<file path="config.mk">
export PLATFORM = sky130hd
export DESIGN_NAME = bcnn_conv_engine_flat
export DESIGN_NICKNAME = d
export VERILOG_FILES = /design/src/rtl/bcnn_pkg.sv /design/src/rtl/bcnn_conv_engine_if.sv /design/src/rtl/bcnn_xnor_pop.sv /design/src/rtl/bcnn_conv_engine.sv /design/src/flat_wrapper.sv
export SDC_FILE = /design/constraint.sdc
export NUM_CORES = 1
export LEC_CHECK = 0
export ABC_CLOCK_PERIOD_IN_PS = 7900
export BUFFER_PORTS_ARGS = -buffer_cell sky130_fd_sc_hd__buf_2
export CORE_MARGIN = 2
export CORE_UTILIZATION = 51
export CTS_CLUSTER_SIZE = 28
export DETAILED_ROUTE_END_ITERATION = 6
export HOLD_SLACK_MARGIN = 0.05
export PLACE_DENSITY = 0.69
export REMOVE_ABC_BUFFERS = 1
export SYNTH_ARGS = -nofsm -noshare
export SYNTH_HDL_FRONTEND = slang
export SYNTH_SLANG_ARGS = --single-unit
</file>
<file path="constraint.sdc">
create_clock -name clk -period 7.9 [get_ports clk]
set_input_delay 0.79 -clock clk [delete_from_list [all_inputs] [get_ports clk]]
set_output_delay 0.79 -clock clk [all_outputs]
set_load 0.03 [all_outputs]
</file>
<file path="src/rtl/bcnn_pkg.sv">
// Shared types and constants for the binary-convolution engine.
package bcnn_pkg;

  typedef enum logic [2:0] {
    S_IDLE,
    S_LOAD_W,
    S_RD_DIM,
    S_FILL,
    S_CONV,
    S_SHIFT,
    S_DONE
  } state_t;

  localparam int         KSIZE    = 3;
  localparam logic [3:0] THRESH   = 4'd5;
  localparam logic [15:0] TERM_DIM = 16'hFFFF;

  function automatic logic [3:0] popcount9(input logic [8:0] v);
    logic [3:0] s;
    s = '0;
    for (int i = 0; i < 9; i++) s = s + {3'b000, v[i]};
    return s;
  endfunction

endpackage

</file>
<file path="src/rtl/bcnn_conv_engine_if.sv">
// Control and memory-port bundle between the conv engine and its SRAM/WMEM.
interface bcnn_conv_engine_if #(
  parameter int ADDR_W = 12,
  parameter int DATA_W = 16
);
  logic              dut_run;
  logic              dut_busy;
  logic [ADDR_W-1:0] dut_sram_read_address;
  logic [DATA_W-1:0] sram_dut_read_data;
  logic [ADDR_W-1:0] dut_wmem_read_address;
  logic [DATA_W-1:0] wmem_dut_read_data;
  logic              dut_sram_write_enable;
  logic [ADDR_W-1:0] dut_sram_write_address;
  logic [DATA_W-1:0] dut_sram_write_data;

  modport master (
    input  dut_run, sram_dut_read_data, wmem_dut_read_data,
    output dut_busy, dut_sram_read_address, dut_wmem_read_address,
           dut_sram_write_enable, dut_sram_write_address, dut_sram_write_data
  );

  modport slave (
    output dut_run, sram_dut_read_data, wmem_dut_read_data,
    input  dut_busy, dut_sram_read_address, dut_wmem_read_address,
           dut_sram_write_enable, dut_sram_write_address, dut_sram_write_data
  );
endinterface

</file>
<file path="src/rtl/bcnn_xnor_pop.sv">
// One output row for one kernel: XNOR-popcount-threshold over every 3x3 window.
module bcnn_xnor_pop
  import bcnn_pkg::*;
#(
  parameter int MAX_DIM = 16,
  parameter int DIM_W   = $clog2(MAX_DIM + 1)
) (
  input  logic [MAX_DIM-1:0] row0,
  input  logic [MAX_DIM-1:0] row1,
  input  logic [MAX_DIM-1:0] row2,
  input  logic [8:0]         kern,
  input  logic [DIM_W-1:0]   dim,
  output logic [MAX_DIM-3:0] bits
);

  // Patch bit 3r+c lines up with kernel bit 3r+c; columns past N-3 are forced low.
  for (genvar c = 0; c < MAX_DIM - 2; c++) begin : g_col
    logic [8:0] patch;
    assign patch   = {row2[c +: KSIZE], row1[c +: KSIZE], row0[c +: KSIZE]};
    assign bits[c] = (popcount9(~(patch ^ kern)) >= THRESH) && (32'(dim) > c + 2);
  end

endmodule

</file>
<file path="src/rtl/bcnn_conv_engine.sv">
// Multi-filter binary convolution engine: streams images from SRAM, kernels from
// WMEM, and writes one thresholded word per output row per filter.
module bcnn_conv_engine
  import bcnn_pkg::*;
#(
  parameter int                MAX_DIM  = 16,
  parameter int                NUM_FILT = 4,
  parameter int                DATA_W   = 16,
  parameter int                ADDR_W   = 12,
  parameter logic [ADDR_W-1:0] IN_BASE  = '0,
  parameter logic [ADDR_W-1:0] OUT_BASE = ADDR_W'(12'h200)
) (
  input logic               clk,
  input logic               reset_b,
  bcnn_conv_engine_if.master bus
);

  localparam int DIM_W = $clog2(MAX_DIM + 1);
  localparam int FW    = $clog2(NUM_FILT) + 1;

  state_t                state_q, state_d;
  logic                  phase_q;
  logic [FW-1:0]         filt_q;
  logic [DIM_W-1:0]      dim_q, row_idx_q;
  logic [ADDR_W-1:0]     in_ptr_q, out_idx_q;
  logic [MAX_DIM-1:0]    win_q [KSIZE];
  logic [NUM_FILT*9-1:0] kern_q;
  logic                  busy_q, we_q;
  logic [ADDR_W-1:0]     wr_addr_q;
  logic [DATA_W-1:0]     wr_data_q;

  logic [ADDR_W-1:0]     sram_addr, wmem_addr, row_addr;
  logic [DATA_W-1:0]     rd_data;
  logic [8:0]            cur_kern;
  logic [MAX_DIM-3:0]    conv_bits;
  logic                  last_filt, more_rows, hdr_ok;
  logic                  unused_wmem_hi;

  assign rd_data        = bus.sram_dut_read_data;
  assign unused_wmem_hi = ^bus.wmem_dut_read_data[DATA_W-1:9];
  assign cur_kern       = kern_q[int'(filt_q)*9 +: 9];
  assign last_filt      = (filt_q == FW'(NUM_FILT - 1));
  assign more_rows      = (row_idx_q < dim_q);
  assign row_addr       = in_ptr_q + ADDR_W'(1) + ADDR_W'(row_idx_q);
  assign hdr_ok         = (rd_data != DATA_W'(TERM_DIM)) &&
                          (rd_data >= DATA_W'(KSIZE)) &&
                          (rd_data <= DATA_W'(MAX_DIM));

  bcnn_xnor_pop #(.MAX_DIM(MAX_DIM), .DIM_W(DIM_W)) u_xnor_pop (
    .row0 (win_q[0]),
    .row1 (win_q[1]),
    .row2 (win_q[2]),
    .kern (cur_kern),
    .dim  (dim_q),
    .bits (conv_bits)
  );

  always_ff @(posedge clk) begin
    if (reset_b) state_q <= S_IDLE;
    else         state_q <= state_d;
  end

  // NOTE: every variable gets a default before the case so no path leaves one unassigned and infers a latch.
  always_comb begin
    state_d   = state_q;
    sram_addr = '0;
    wmem_addr = '0;
    case (state_q)
      S_IDLE:   if (bus.dut_run) state_d = S_LOAD_W;
      S_LOAD_W: begin
        wmem_addr = ADDR_W'(filt_q);
        if (phase_q && last_filt) state_d = S_RD_DIM;
      end
      S_RD_DIM: begin
        sram_addr = in_ptr_q;
        if (phase_q) state_d = hdr_ok ? S_FILL : S_DONE;
      end
      S_FILL: begin
        sram_addr = row_addr;
        if (phase_q && row_idx_q == DIM_W'(KSIZE - 1)) state_d = S_CONV;
      end
      S_CONV:   if (last_filt) state_d = more_rows ? S_SHIFT : S_RD_DIM;
      S_SHIFT: begin
        sram_addr = row_addr;
        if (phase_q) state_d = S_CONV;
      end
      S_DONE:   state_d = S_IDLE;
      default:  state_d = S_IDLE;
    endcase
  end

  // NOTE: window and kernel file are plain flops, so they are cleared with everything else on reset.
  always_ff @(posedge clk) begin
    if (reset_b) begin
      phase_q   <= 1'b0;
      filt_q    <= '0;
      dim_q     <= '0;
      row_idx_q <= '0;
      in_ptr_q  <= '0;
      out_idx_q <= '0;
      kern_q    <= '0;
      for (int i = 0; i < KSIZE; i++) win_q[i] <= '0;
      busy_q    <= 1'b0;
      we_q      <= 1'b0;
      wr_addr_q <= '0;
      wr_data_q <= '0;
    end else begin
      // NOTE: non-blocking so every register here sees pre-edge values of the others.
      busy_q <= (state_q != S_IDLE) || (state_d != S_IDLE);
      we_q   <= 1'b0;
      case (state_q)
        S_IDLE: if (bus.dut_run) begin
          phase_q   <= 1'b0;
          filt_q    <= '0;
          in_ptr_q  <= IN_BASE;
          out_idx_q <= '0;
        end
        S_LOAD_W: begin
          phase_q <= ~phase_q;
          if (phase_q) begin
            kern_q[int'(filt_q)*9 +: 9] <= bus.wmem_dut_read_data[8:0];
            filt_q <= last_filt ? '0 : filt_q + FW'(1);
          end
        end
        S_RD_DIM: begin
          phase_q <= ~phase_q;
          if (phase_q) begin
            dim_q     <= rd_data[DIM_W-1:0];
            row_idx_q <= '0;
          end
        end
        S_FILL, S_SHIFT: begin
          phase_q <= ~phase_q;
          if (phase_q) begin
            win_q[0]  <= win_q[1];
            win_q[1]  <= win_q[2];
            win_q[2]  <= rd_data[MAX_DIM-1:0];
            row_idx_q <= row_idx_q + DIM_W'(1);
          end
        end
        S_CONV: begin
          we_q      <= 1'b1;
          wr_addr_q <= OUT_BASE + out_idx_q;
          wr_data_q <= DATA_W'(conv_bits);
          out_idx_q <= out_idx_q + ADDR_W'(1);
          filt_q    <= last_filt ? '0 : filt_q + FW'(1);
          // Skip header and all N rows so the next header is read.
          if (last_filt && !more_rows) in_ptr_q <= in_ptr_q + ADDR_W'(dim_q) + ADDR_W'(1);
        end
        default: ;
      endcase
    end
  end

  assign bus.dut_busy               = busy_q;
  assign bus.dut_sram_read_address  = sram_addr;
  assign bus.dut_wmem_read_address  = wmem_addr;
  assign bus.dut_sram_write_enable  = we_q;
  assign bus.dut_sram_write_address = wr_addr_q;
  assign bus.dut_sram_write_data    = wr_data_q;

endmodule

</file>
<file path="src/flat_wrapper.sv">
// flat-port wrapper written by rule: the top's interface ports become plain ports
module bcnn_conv_engine_flat import bcnn_pkg::*;
#(
  parameter int                MAX_DIM  = 16,
  parameter int                NUM_FILT = 4,
  parameter int                DATA_W   = 16,
  parameter int                ADDR_W   = 12,
  parameter logic [ADDR_W-1:0] IN_BASE  = '0,
  parameter logic [ADDR_W-1:0] OUT_BASE = ADDR_W'(12'h200)
)
  (clk, reset_b, bus_dut_run, bus_sram_dut_read_data, bus_wmem_dut_read_data, bus_dut_busy, bus_dut_sram_read_address, bus_dut_wmem_read_address, bus_dut_sram_write_enable, bus_dut_sram_write_address, bus_dut_sram_write_data);
  bcnn_conv_engine_if #(.ADDR_W(ADDR_W), .DATA_W(DATA_W)) bus_i ();
  input logic clk;
  input logic reset_b;
  input wire logic [$bits(bus_i.dut_run)-1:0] bus_dut_run;
  input wire logic [$bits(bus_i.sram_dut_read_data)-1:0] bus_sram_dut_read_data;
  input wire logic [$bits(bus_i.wmem_dut_read_data)-1:0] bus_wmem_dut_read_data;
  output wire logic [$bits(bus_i.dut_busy)-1:0] bus_dut_busy;
  output wire logic [$bits(bus_i.dut_sram_read_address)-1:0] bus_dut_sram_read_address;
  output wire logic [$bits(bus_i.dut_wmem_read_address)-1:0] bus_dut_wmem_read_address;
  output wire logic [$bits(bus_i.dut_sram_write_enable)-1:0] bus_dut_sram_write_enable;
  output wire logic [$bits(bus_i.dut_sram_write_address)-1:0] bus_dut_sram_write_address;
  output wire logic [$bits(bus_i.dut_sram_write_data)-1:0] bus_dut_sram_write_data;
  assign bus_i.dut_run = bus_dut_run;
  assign bus_i.sram_dut_read_data = bus_sram_dut_read_data;
  assign bus_i.wmem_dut_read_data = bus_wmem_dut_read_data;
  assign bus_dut_busy = bus_i.dut_busy;
  assign bus_dut_sram_read_address = bus_i.dut_sram_read_address;
  assign bus_dut_wmem_read_address = bus_i.dut_wmem_read_address;
  assign bus_dut_sram_write_enable = bus_i.dut_sram_write_enable;
  assign bus_dut_sram_write_address = bus_i.dut_sram_write_address;
  assign bus_dut_sram_write_data = bus_i.dut_sram_write_data;
  bcnn_conv_engine #(.MAX_DIM(MAX_DIM), .NUM_FILT(NUM_FILT), .DATA_W(DATA_W), .ADDR_W(ADDR_W), .IN_BASE(IN_BASE), .OUT_BASE(OUT_BASE)) u_core (.clk(clk), .reset_b(reset_b), .bus(bus_i));
endmodule
</file>
After elaboration in Yosys (flattened, before gate mapping) --
Memory sizes are Yosys's and may differ from the RTL's. Cells that the tools add are included.
Word-level totals: word-level logic and storage cells 286, memories 1, input bits 35, bits in writable memories 48, output and inout bits 54, register bits after elaboration 105
Memories:
- u_core.win_q | depth 3, bits a word 16, read ports 3, clocked after memory_dff 0, wr ports 3, line bcnn_conv_engine.sv:26 | logic [MAX_DIM-1:0] win_q [KSIZE];
Cells by class: add/sub/neg operators 121, equal/unequal tests 13, bitwise logic cells 32, shift-type cells 3, mux-type cells 35, reductions and logical operators 37, multiply operators 1, order comparisons 31
Operators by type and width (count):
- adder 4 x 1 -> 4 bit | 70
- NOT 9 bit | 14
- bitwise XOR 9 bit | 14
- case mux 12 bit (2 select lines) | 3
- adder 3 x 1 -> 4 bit | 14
- greater-or-equal comparator 4 x 3 -> 1 bit (second input constant) | 14
- two-way mux 16 bit | 3
- adder 2 x 1 -> 3 bit | 14
- > comparator 5 x 4 -> 1 bit (second input constant) | 8
- adder 12 x 1 -> 12 bit (second input constant) | 3
- bitwise mux 36 bit | 1
- two-way mux 3 bit | 12
- variable shift 9 x 33 -> 36 bit (first input constant) | 1
- indexed part select 36 x 32 -> 9 bit | 1
- indexed part select 9 x 33 -> 36 bit | 1
- negator 32 -> 33 bit | 1
- adder 1 x 1 -> 2 bit | 14
- adder 12 x 5 -> 12 bit | 2
- two-way mux 12 bit | 2
- > comparator 5 x 3 -> 1 bit (second input constant) | 4
- logical AND 1 bit | 19
- case mux 3 bit (6 select lines) | 1
- greater-or-equal comparator 16 x 2 -> 1 bit (second input constant) | 1
- <= comparator 16 x 5 -> 1 bit (second input constant) | 1
- 29 further kinds | 55

Longest topological paths before layout --
Gate-level depths: netlist (run 1).
depth after elaboration 14, depth in mapped cells 20, gate-level depth less buffers 16

By module --
Synthesis (run 1) repeated with hierarchy kept, for this count alone.
Unflattened totals: cell total of the unflattened synthesis 1230, area total of the unflattened synthesis 11476.0 sq um
By module, submodules not included:
- bcnn_conv_engine | area an instance 7599.8 sq um, seq. area each 3543.4 sq um, cells each 799, times used 1
- bcnn_xnor_pop | area an instance 3876.2 sq um, seq. area each 0.0 sq um, cells each 431, times used 1

Worst setup path before layout (run 1) --
No wires, ideal clock.
kind flip-flop to flip-flop, start point register u_core.filt_q[1], end point register u_core.wr_data_q[11], in the netlist u_core.bus.dut_sram_write_data[11], arrival time 4.923 ns, stages on the path, launching flop included 21, path buffers 4, library setup time 0.128 ns, clock period less this slack 5.050 ns, setup slack 2.850 ns, required time 7.772 ns, cells stage by stage dfxtp_1 > buf_2 > buf_4 > mux4_2 > nand2b_1 > buf_4 > buf_4 > xor2_1 > fa_1 > inv_1 > fa_1 > inv_1 > fa_1 > inv_1 > fa_1 > fa_1 > nand2_1 > a221oi_1 > a21oi_1 > a22oi_1 > nor2_1
Between the ends: word-level cells in the longest chain between the ends 14
RTL lines:
- start, declared | line bcnn_conv_engine.sv:23 | logic [FW-1:0] filt_q;
- start signal, assigned | line bcnn_conv_engine.sv:122 | filt_q <= last_filt ? '0 : filt_q + FW'(1);
- start signal, assigned | line bcnn_conv_engine.sv:146 | filt_q <= last_filt ? '0 : filt_q + FW'(1);
- multiplier 3 x 4 -> 7 bit * | line bcnn_conv_engine.sv:41 | assign cur_kern = kern_q[int'(filt_q)*9 +: 9];
- indexed part select 36 x 32 -> 9 bit * | line bcnn_conv_engine.sv:41
- bitwise XOR 9 bit * | line bcnn_xnor_pop.sv:20 | assign bits[c] = (popcount9(~(patch ^ kern)) >= THRESH) && (32'(dim) > c + 2);
- NOT 9 bit * | line bcnn_xnor_pop.sv:20
- adder 1 x 1 -> 2 bit | line bcnn_pkg.sv:21 | for (int i = 0; i < 9; i++) s = s + {3'b000, v[i]};
- adder 2 x 1 -> 3 bit | line bcnn_pkg.sv:21
- adder 3 x 1 -> 4 bit | line bcnn_pkg.sv:21
- adder 4 x 1 -> 4 bit (4 in series) | line bcnn_pkg.sv:21
- adder 4 x 1 -> 4 bit * | line bcnn_pkg.sv:21
- greater-or-equal comparator 4 x 3 -> 1 bit * | line bcnn_xnor_pop.sv:20
- logical AND 1 bit * | line bcnn_xnor_pop.sv:20
- end signal, assigned | line bcnn_conv_engine.sv:144 | wr_data_q <= DATA_W'(conv_bits);
- end, declared | line bcnn_conv_engine.sv:30 | logic [DATA_W-1:0] wr_data_q;
Mark *: on every way between the ends. The rest lies on a longest branch, timed or not. A chain may end at the register's enable or synchronous reset.

Worst setup path after layout (run 1) --
start point register u_core.filt_q[1], end point register u_core.wr_data_q[6], in the netlist u_core.bus.dut_sram_write_data[6]
Same word-level chain as after synthesis.

==> qor.csv, run 1 <==
metric,value,unit
ctsHoldBuffers,0,
hold_depth,2,
yosys.area.top_type,dfxtp_1,
cpMostUsedCell,fa_1,
synth_edf_count,48,
final_common_cell,nand2_1,
port_buffers,70,
grt_overflow_total,0,
cp_top_family,adder cells,
cts_setup_buffers,0,
power_density,176.9,nW/um^2
final_max_slew_viol_count,0,
numCtsBuffers,17,
status,completed,
root_buffer,clkbuf_16,
grt_pass1_wl,46.09,mm
r2r_setup_slack,1.85,ns
setup_viol,0,
max_stage_delay,0.87,ns
worstPathRequired,8.19,ns
synth_top_area_frac,0.1848,
finalCriticalPeriod,6.053,ns
ys_seq_elements,153,
crit_buf_inv,3,
drt_first_pass_iters,5,
routed_via_density,5.682,
postRouteAntennaNets,0,
drc_errors,0,
avgSynthCellArea,9.263,sq um
final_util,0.5648,
wirelength,27.80,mm
worstSetupPathType,flip-flop to flip-flop,
drive_gt1_frac,0.1178,
ir_drop,138.8,uV
area_growth,8.690,%
dp_hpwl,18.96,mm
synth_area_leaders,"dfxtp_1 (18%), fa_1 (13%), edfxtp_1 (13%)",
slew_headroom,0.2478,
clockBufferDepth,2,
path_max_fanout,16,
fp.coreArea,21890,sq um
hold_path_end,u_core.kern_q[11],
grt_max_degree,58,
first_iter_violations,533,
skew,0.01419,ns
r2r_end,u_core.bus.dut_sram_write_data[6],
fp-row-count,54,
drv_cap,0,
path_cells,mux4_2 -> nand2b_1 -> xor2_1 -> fa_1 -> inv_1 -> fa_1 -> inv_1 -> fa_1 -> inv_1 -> fa_1 -> fa_1 -> nand2_1 -> a221oi_1 -> a22oi_1 -> o211ai_1 -> a21oi_1,
cts_tree,built,
clkSlewWorstSetupHoldPaths,0.07,ns
critPathLaunch,u_core.filt_q[1],
r2r_cells,16,
ys_async_sr_fraction,0,
r2r_start,u_core.filt_q[1],
endpoint_kind,flip-flop,
cts_resized,0,
fp.dieH,153.3,um
ys_warn_count,0,
yosysSeqAreaShare,0.3115,
htreeDepth,4,
leakage,5.232,nW
worst_pin_slew,1.128,ns
final_cell_mix,"nand2_1 (109), inv_1 (107), dfxtp_1 (105)",
track_usage,0.2451,
synth_area,11370,sq um
die_w,153.3,um
dieArea,23510,sq um
initial_core_util,0.5196,
num-fill-cells,1928,
synth-main-ff-cell,dfxtp_1,
setup_tns,0,ns
place_congestion,0.8502,
drt-wirelength-per-cell,17.98,um
min_from,u_core.kern_q[11],
fmax,165.2,MHz
rsz0062_at_grt,false,
syn_inst,1228,
finalCritPeriodShare,0.7662,
antenna_found_initial,2,
final_hold_viol_count,0,
critPathSlowestCell,dfxtp_1,
clkLatencyLatePin,0.44,ns
synth.distinct_cells,67,
ios,89,
arrival,6.35,ns
grt_pass1_vias,9024,
nNetsFinal,1410,
cts_sinks,153,
vias,8785,
critPathLaunchType,flip-flop,
hold_class,flip-flop to flip-flop,
synth_stat cells (7+ instances only):
library cell,count
a211oi_1,8
inv_1,107
o2111ai_1,7
nand2_1,110
nor2_1,78
nand2b_1,12
a221oi_1,12
nand3_1,42
o21ai_0,37
mux2i_1,35
mux4_2,9
and2_1,7
fa_1,72
or2_2,12
edfxtp_1,48
dfxtp_1,105
xor2_1,74
ha_1,50
xnor2_1,63
a21oi_1,93
buf_4,20
and3_1,52
clkbuf_1,40
o21a_1,11
buf_2,21
nor2b_1,13
routing by layer:
| layer | global-route usage | share of wire |
|---|---|---|
| met4 | 0.08170 | 0.020 |
| met5 | 0 | 0.00047 |
| met2 | 0.4128 | 0.50 |
| met3 | 0.04366 | 0.052 |
| met1 | 0.3207 | 0.43 |
stage by stage:
stage | setup slack, ns | cell area [sq um] | power (W) | hold slack [ns] | instances
5_1_grt | 1.448 | 12360 | 0.002324 | 0.4638 | 1545
3_3_place_gp | 1.901 | 11780 | 0.001349 | 0.4346 | 1514
3_5_place_dp | 1.777 | 11780 | 0.001377 | 0.4398 | 1514
2_1_floorplan | 2.580 | 10970 | 0.001252 | 0.4226 | 1152
4_1_cts | 1.765 | 12360 | 0.002203 | 0.4496 | 1545
6_report | 1.847 | 12360 | 0.002187 | 0.4488 | 1546
final cells by class:
cell class / count / area [sq um] / area share
clock inverters: 14 / 158.9 / 0.01285
clock buffers: 17 / 425.4 / 0.03441
inverters: 108 / 405.4 / 0.03279
repair buffers: 82 / 442.9 / 0.03583
diodes: 1 / 2.502 / 0.0002024
well taps: 280 / 350.3 / 0.02834
multi-input cells: 891 / 7034 / 0.5690
flip-flops and latches: 153 / 3543 / 0.2866
state kept, by name, summed over array words and instances, names as in the netlist:
register,cells
u_core.dim_q,5
u_core.state_q,3
u_core.win_q,48
u_core.phase_q,1
u_core.in_ptr_q,12
u_core.row_idx_q,5
u_core.bus.dut_sram_write_address,12
u_core.bus.dut_busy,1
u_core.out_idx_q,12
u_core.filt_q,3
u_core.kern_q,36
u_core.bus.dut_sram_write_data,14
u_core.bus.dut_sram_write_enable,1
worst max-delay path by stage:
stage,cells after the start,slack [ns],to
final,16,1.85,u_core.bus.dut_sram_write_data[6]
after detailed placement,16,1.78,u_core.bus.dut_sram_write_data[6]
after floorplan,16,2.58,u_core.bus.dut_sram_write_data[11]
after global routing,16,1.45,u_core.bus.dut_sram_write_data[6]
after CTS,16,1.77,u_core.bus.dut_sram_write_data[6]
after global placement,16,1.90,u_core.bus.dut_sram_write_data[6]
logic make-up (layout without fill, tap and decap cells):
kind of cell | after synthesis | after routing | synth area share
fa+ha+maj | 122 | 122 | 0.1817
xor+xnor | 137 | 137 | 0.1055
simple gates | 359 | 359 | 0.1567
other cells | 1 | 12 | 0.0003297
compound gates | 215 | 215 | 0.1184
mux | 47 | 47 | 0.05159
flops | 153 | 153 | 0.3115
buf+inv | 194 | 221 | 0.07425
tightest hold or removal path, stage by stage, from the launching register on:
cell     delay, ns
dfxtp_1       0.31
nand2_1       0.05
a21oi_1       0.05
power by group:
part           switching [W]  leakage, nW  internal (W)  total, W
Combinational       0.000302         3.61      0.000221  0.000523
Clock               0.000380        0.281      0.000447  0.000826
Sequential         0.0000170         1.34      0.000820  0.000837
No activity file was read; power rests on OpenSTA's default activity.
==> run 2, diff against run 1 <==
- ABC_CLOCK_PERIOD_IN_PS: 7900 -> 5800
- clock period: 7.9 -> 5.8 ns (I/O delays scaled with it)
==> qor.csv, run 2 (synthesis gave the netlist of run 1 again) <==
metric,value,unit
leakage,5.276,nW
drt-wirelength-per-cell,17.84,um
die_w,153.3,um
dp_slack,0.7166,ns
grt_overflow_total,0,
htreeDepth,4,
skew,0.008514,ns
final_max_slew_viol_count,0,
nNetsFinal,1417,
ios,89,
dieArea,23510,sq um
first_iter_violations,450,
endpoint_kind,flip-flop,
setup_tns,0,ns
place_congestion,0.8544,
fin_area,12430,sq um
worstPathRequired,6.11,ns
postRouteAntennaNets,0,
drc_errors,0,
initial_core_util,0.5196,
multi_input_area,7034,sq um
seqCellArea,3543,sq um
finalWorstSetupSlack,0.6664,ns
grt_max_degree,73,
final_hold_viol_count,0,
port_buffers,70,
setup_viol,0,
clockBufferDepth,2,
cts_sinks,153,
vias,8768,
num-fill-cells,1957,
numCtsBuffers,17,
arrival,5.44,ns
fp-row-count,54,
finalCritPeriodShare,0.8851,
final_common_cell,nand2_1,
slew_headroom,0.2372,
worst_pin_slew,1.140,ns
rsz0062_at_grt,false,
drive_gt1_frac,0.1233,
final_util,0.5678,
clkSlewWorstSetupHoldPaths,0.07,ns
track_usage,0.2419,
clkLatencyLatePin,0.43,ns
cts_setup_buffers,0,
fp.coreArea,21890,sq um
largest_reg_flops,48,
whs,0.4198,ns
fmax,194.8,MHz
ctsHoldBuffers,0,
antenna_found_initial,1,
drv_cap,0,
power_density,240.5,nW/um^2
fp.dieH,153.3,um
critPathLaunchType,flip-flop,
routed_via_density,5.642,
final_cell_mix,"nand2_1 (109), inv_1 (107), dfxtp_1 (105)",
grt_pass1_vias,8885,
largest_register,u_core.win_q,
hold_class,input pin to flip-flop,
finalCriticalPeriod,5.134,ns
dp_hpwl,19.25,mm
path_max_fanout,14,
worstSetupPathType,flip-flop to flip-flop,
ir_drop,188.3,uV
grt_pass1_wl,45.75,mm
cts_resized,0,
drt_first_pass_iters,5,
area_growth,9.284,%
root_buffer,clkbuf_16,
cts_tree,built,
placed_area,11830,sq um
status,completed,
wirelength,27.72,mm
-- run 2: report_power, final --
part / total [W] / switching [W] / internal, W
Clock: 0.00113 / 0.000542 / 0.000584
Sequential: 0.00114 / 0.0000217 / 0.00112
Combinational: 0.000725 / 0.000418 / 0.000306
Total: 0.00299 / 0.000983 / 0.00201
-- run 2: worst paths after layout --
check / from / endpoint / slack [ns] / depth (start not counted)
worst min-delay path: bus_sram_dut_read_data[2] / u_core.dim_q[2] / 0.42 / 3
worst max-delay path: u_core.filt_q[1] / u_core.bus.dut_sram_write_data[7] / 0.67 / 17
worst min register to register: u_core.bus.dut_sram_write_data[4] / u_core.bus.dut_sram_write_data[4] / 0.45 / 2
worst max register to register: u_core.filt_q[1] / u_core.bus.dut_sram_write_data[7] / 0.67 / 17
-- run 2: layer usage --
| metal | track usage | vias up | share of wire |
|---|---|---|---|
| li1 | - | 4218 | - |
| met1 | 0.3232 | 4254 | 0.44 |
| met2 | 0.4041 | 267 | 0.49 |
| met3 | 0.04196 | 29 | 0.059 |
| met4 | 0.07208 | 0 | 0.017 |
| met5 | 0 | - | 0 |
-- run 2: through the flow --
step	instances	power (W)
final	1554	0.002990
after global placement	1521	0.001841
after global routing	1553	0.003176
after CTS	1553	0.003016
after floorplan	1152	0.001705
after detailed placement	1521	0.001881
-- run 2: final cells by class --
type / instances / area share
inverter: 108 / 0.03261
multi-input combinational: 891 / 0.5659
timing repair buffer: 89 / 0.03986
tap: 280 / 0.02818
clock buffer: 17 / 0.03422
sequential: 153 / 0.2851
antenna: 1 / 0.0002013
clock inverter: 15 / 0.01399
-- run 2: critical path, stage by stage, from the launching register on --
cell and delay, ns:
dfxtp_1 0.48, mux4_2 0.53, nand2b_1 0.08, buf_4 0.27, xor2_1 0.14, fa_1 0.55
inv_1 0.06, fa_1 0.53, inv_1 0.05, fa_1 0.54, inv_1 0.07, fa_1 0.45
fa_1 0.53, nand2_1 0.06, a221oi_1 0.28, a211oi_1 0.16, a21oi_1 0.17, nor2_1 0.06
==> run 3, diff against run 2 <==
- CORE_UTILIZATION: 51 -> 45
- PLACE_DENSITY: 0.69 -> default
==> qor.csv, run 3 (synthesis gave the netlist of run 1 again) <==
metric,value,unit
fp.dieH,163.0,um
drt-wirelength-per-cell,17.46,um
drc_errors,0,
ctsHoldBuffers,0,
hold_depth,3,
clockBufferDepth,2,
rsz0062_at_grt,false,
root_buffer,clkbuf_16,
critPathLaunchType,flip-flop,
fp.coreArea,24960,sq um
antenna_found_initial,0,
wirelength,27.97,mm
vias,8690,
nNetsFinal,1417,
area_growth,9.812,%
first_iter_violations,543,
dieArea,26560,sq um
worstSetupPathType,flip-flop to flip-flop,
diodes,0,
r2r_cells,17,
numCtsBuffers,17,
ios,89,
routed_via_density,5.424,
fin_area,12490,sq um
largest_register,u_core.win_q,
slew_headroom,0.2924,
grt_overflow_total,0,
place_congestion,0.8381,
setup_tns,0,ns
arrival,5.41,ns
port_buffers,70,
seqCellArea,3543,sq um
worst_pin_slew,1.057,ns
clkSlewWorstSetupHoldPaths,0.07,ns
dp_hpwl,19.41,mm
endpoint_kind,flip-flop,
die_w,163.0,um
num-fill-cells,2386,
finalCritPeriodShare,0.8816,
final_cell_mix,"nand2_1 (109), inv_1 (107), dfxtp_1 (105)",
largest_reg_flops,48,
placed_area,11890,sq um
finalCriticalPeriod,5.113,ns
final_common_cell,nand2_1,
drt_first_pass_iters,5,
leakage,5.280,nW
final_util,0.5004,
ir_drop,176.2,uV
postRouteAntennaNets,0,
final_max_slew_viol_count,0,
setup_viol,0,
power_density,240.9,nW/um^2
cts_tree,built,
cts_setup_buffers,0,
multi_input_area,7034,sq um
grt_max_degree,59,
cts_sinks,153,
path_max_fanout,14,
grt_pass1_vias,8470,
htreeDepth,4,
track_usage,0.2162,
drive_gt1_frac,0.1226,
final_hold_viol_count,0,
clkLatencyLatePin,0.43,ns
cts_resized,0,
status,completed,
initial_core_util,0.4556,
drv_cap,0,
skew,0.01486,ns
hold_class,input pin to flip-flop,
grt_pass1_wl,44.80,mm
fp-row-count,58,
fmax,195.6,MHz
worstPathRequired,6.10,ns
run 3: critical path, cell delays in order (launching register included):
cell	delay (ns)
dfxtp_1	0.49
mux4_2	0.55
nand2b_1	0.09
buf_4	0.27
xor2_1	0.15
fa_1	0.55
inv_1	0.05
fa_1	0.52
inv_1	0.05
fa_1	0.54
inv_1	0.06
fa_1	0.45
fa_1	0.52
nand2_1	0.06
a221oi_1	0.27
a211oi_1	0.14
a21oi_1	0.16
nor2_1	0.05
run 3: final timing paths:
check | startpoint | end | slack (ns)
setup / recovery | u_core.filt_q[1] | u_core.bus.dut_sram_write_data[7] | 0.69
hold / removal | bus_wmem_dut_read_data[6] | u_core.kern_q[6] | 0.43
setup reg to reg | u_core.filt_q[1] | u_core.bus.dut_sram_write_data[7] | 0.69
hold reg to reg | u_core.bus.dut_sram_write_data[4] | u_core.bus.dut_sram_write_data[4] | 0.45
run 3: metrics by stage:
step	hold slack, ns	power (W)	std cells	setup WS [ns]
final	0.4299	0.003009	1602	0.6867
after detailed placement	0.4437	0.001879	1571	0.6762
after CTS	0.4182	0.003038	1602	0.6691
after global routing	0.4240	0.003186	1602	0.3582
after floorplan	0.4226	0.001705	1152	0.4804
after global placement	0.4344	0.001848	1571	0.7393
run 3: layer usage:
layer | vias up | global-route usage | share of wire
met5 | - | 0 | 0
met4 | 0 | 0.05833 | 0.014
met3 | 24 | 0.03769 | 0.045
met2 | 190 | 0.3582 | 0.48
met1 | 4268 | 0.2924 | 0.46
li1 | 4208 | - | -
run 3: where the power goes:
group | switching [W] | internal [W] | leakage [nW] | total [W]
Sequential | 0.0000213 | 0.00112 | 1.34 | 0.00114
Clock | 0.000518 | 0.000638 | 0.296 | 0.00116
Combinational | 0.000412 | 0.000304 | 3.64 | 0.000716
Total | 0.000951 | 0.00206 | 5.28 | 0.00301
run 3: area by class of cell:
type | instances | area share
multi-input cells | 891 | 0.5632
flip-flops and latches | 153 | 0.2837
repair buffers | 89 | 0.03967
clock buffers | 18 | 0.03606
well taps | 330 | 0.03306
inverters | 108 | 0.03246
clock inverters | 13 | 0.01192
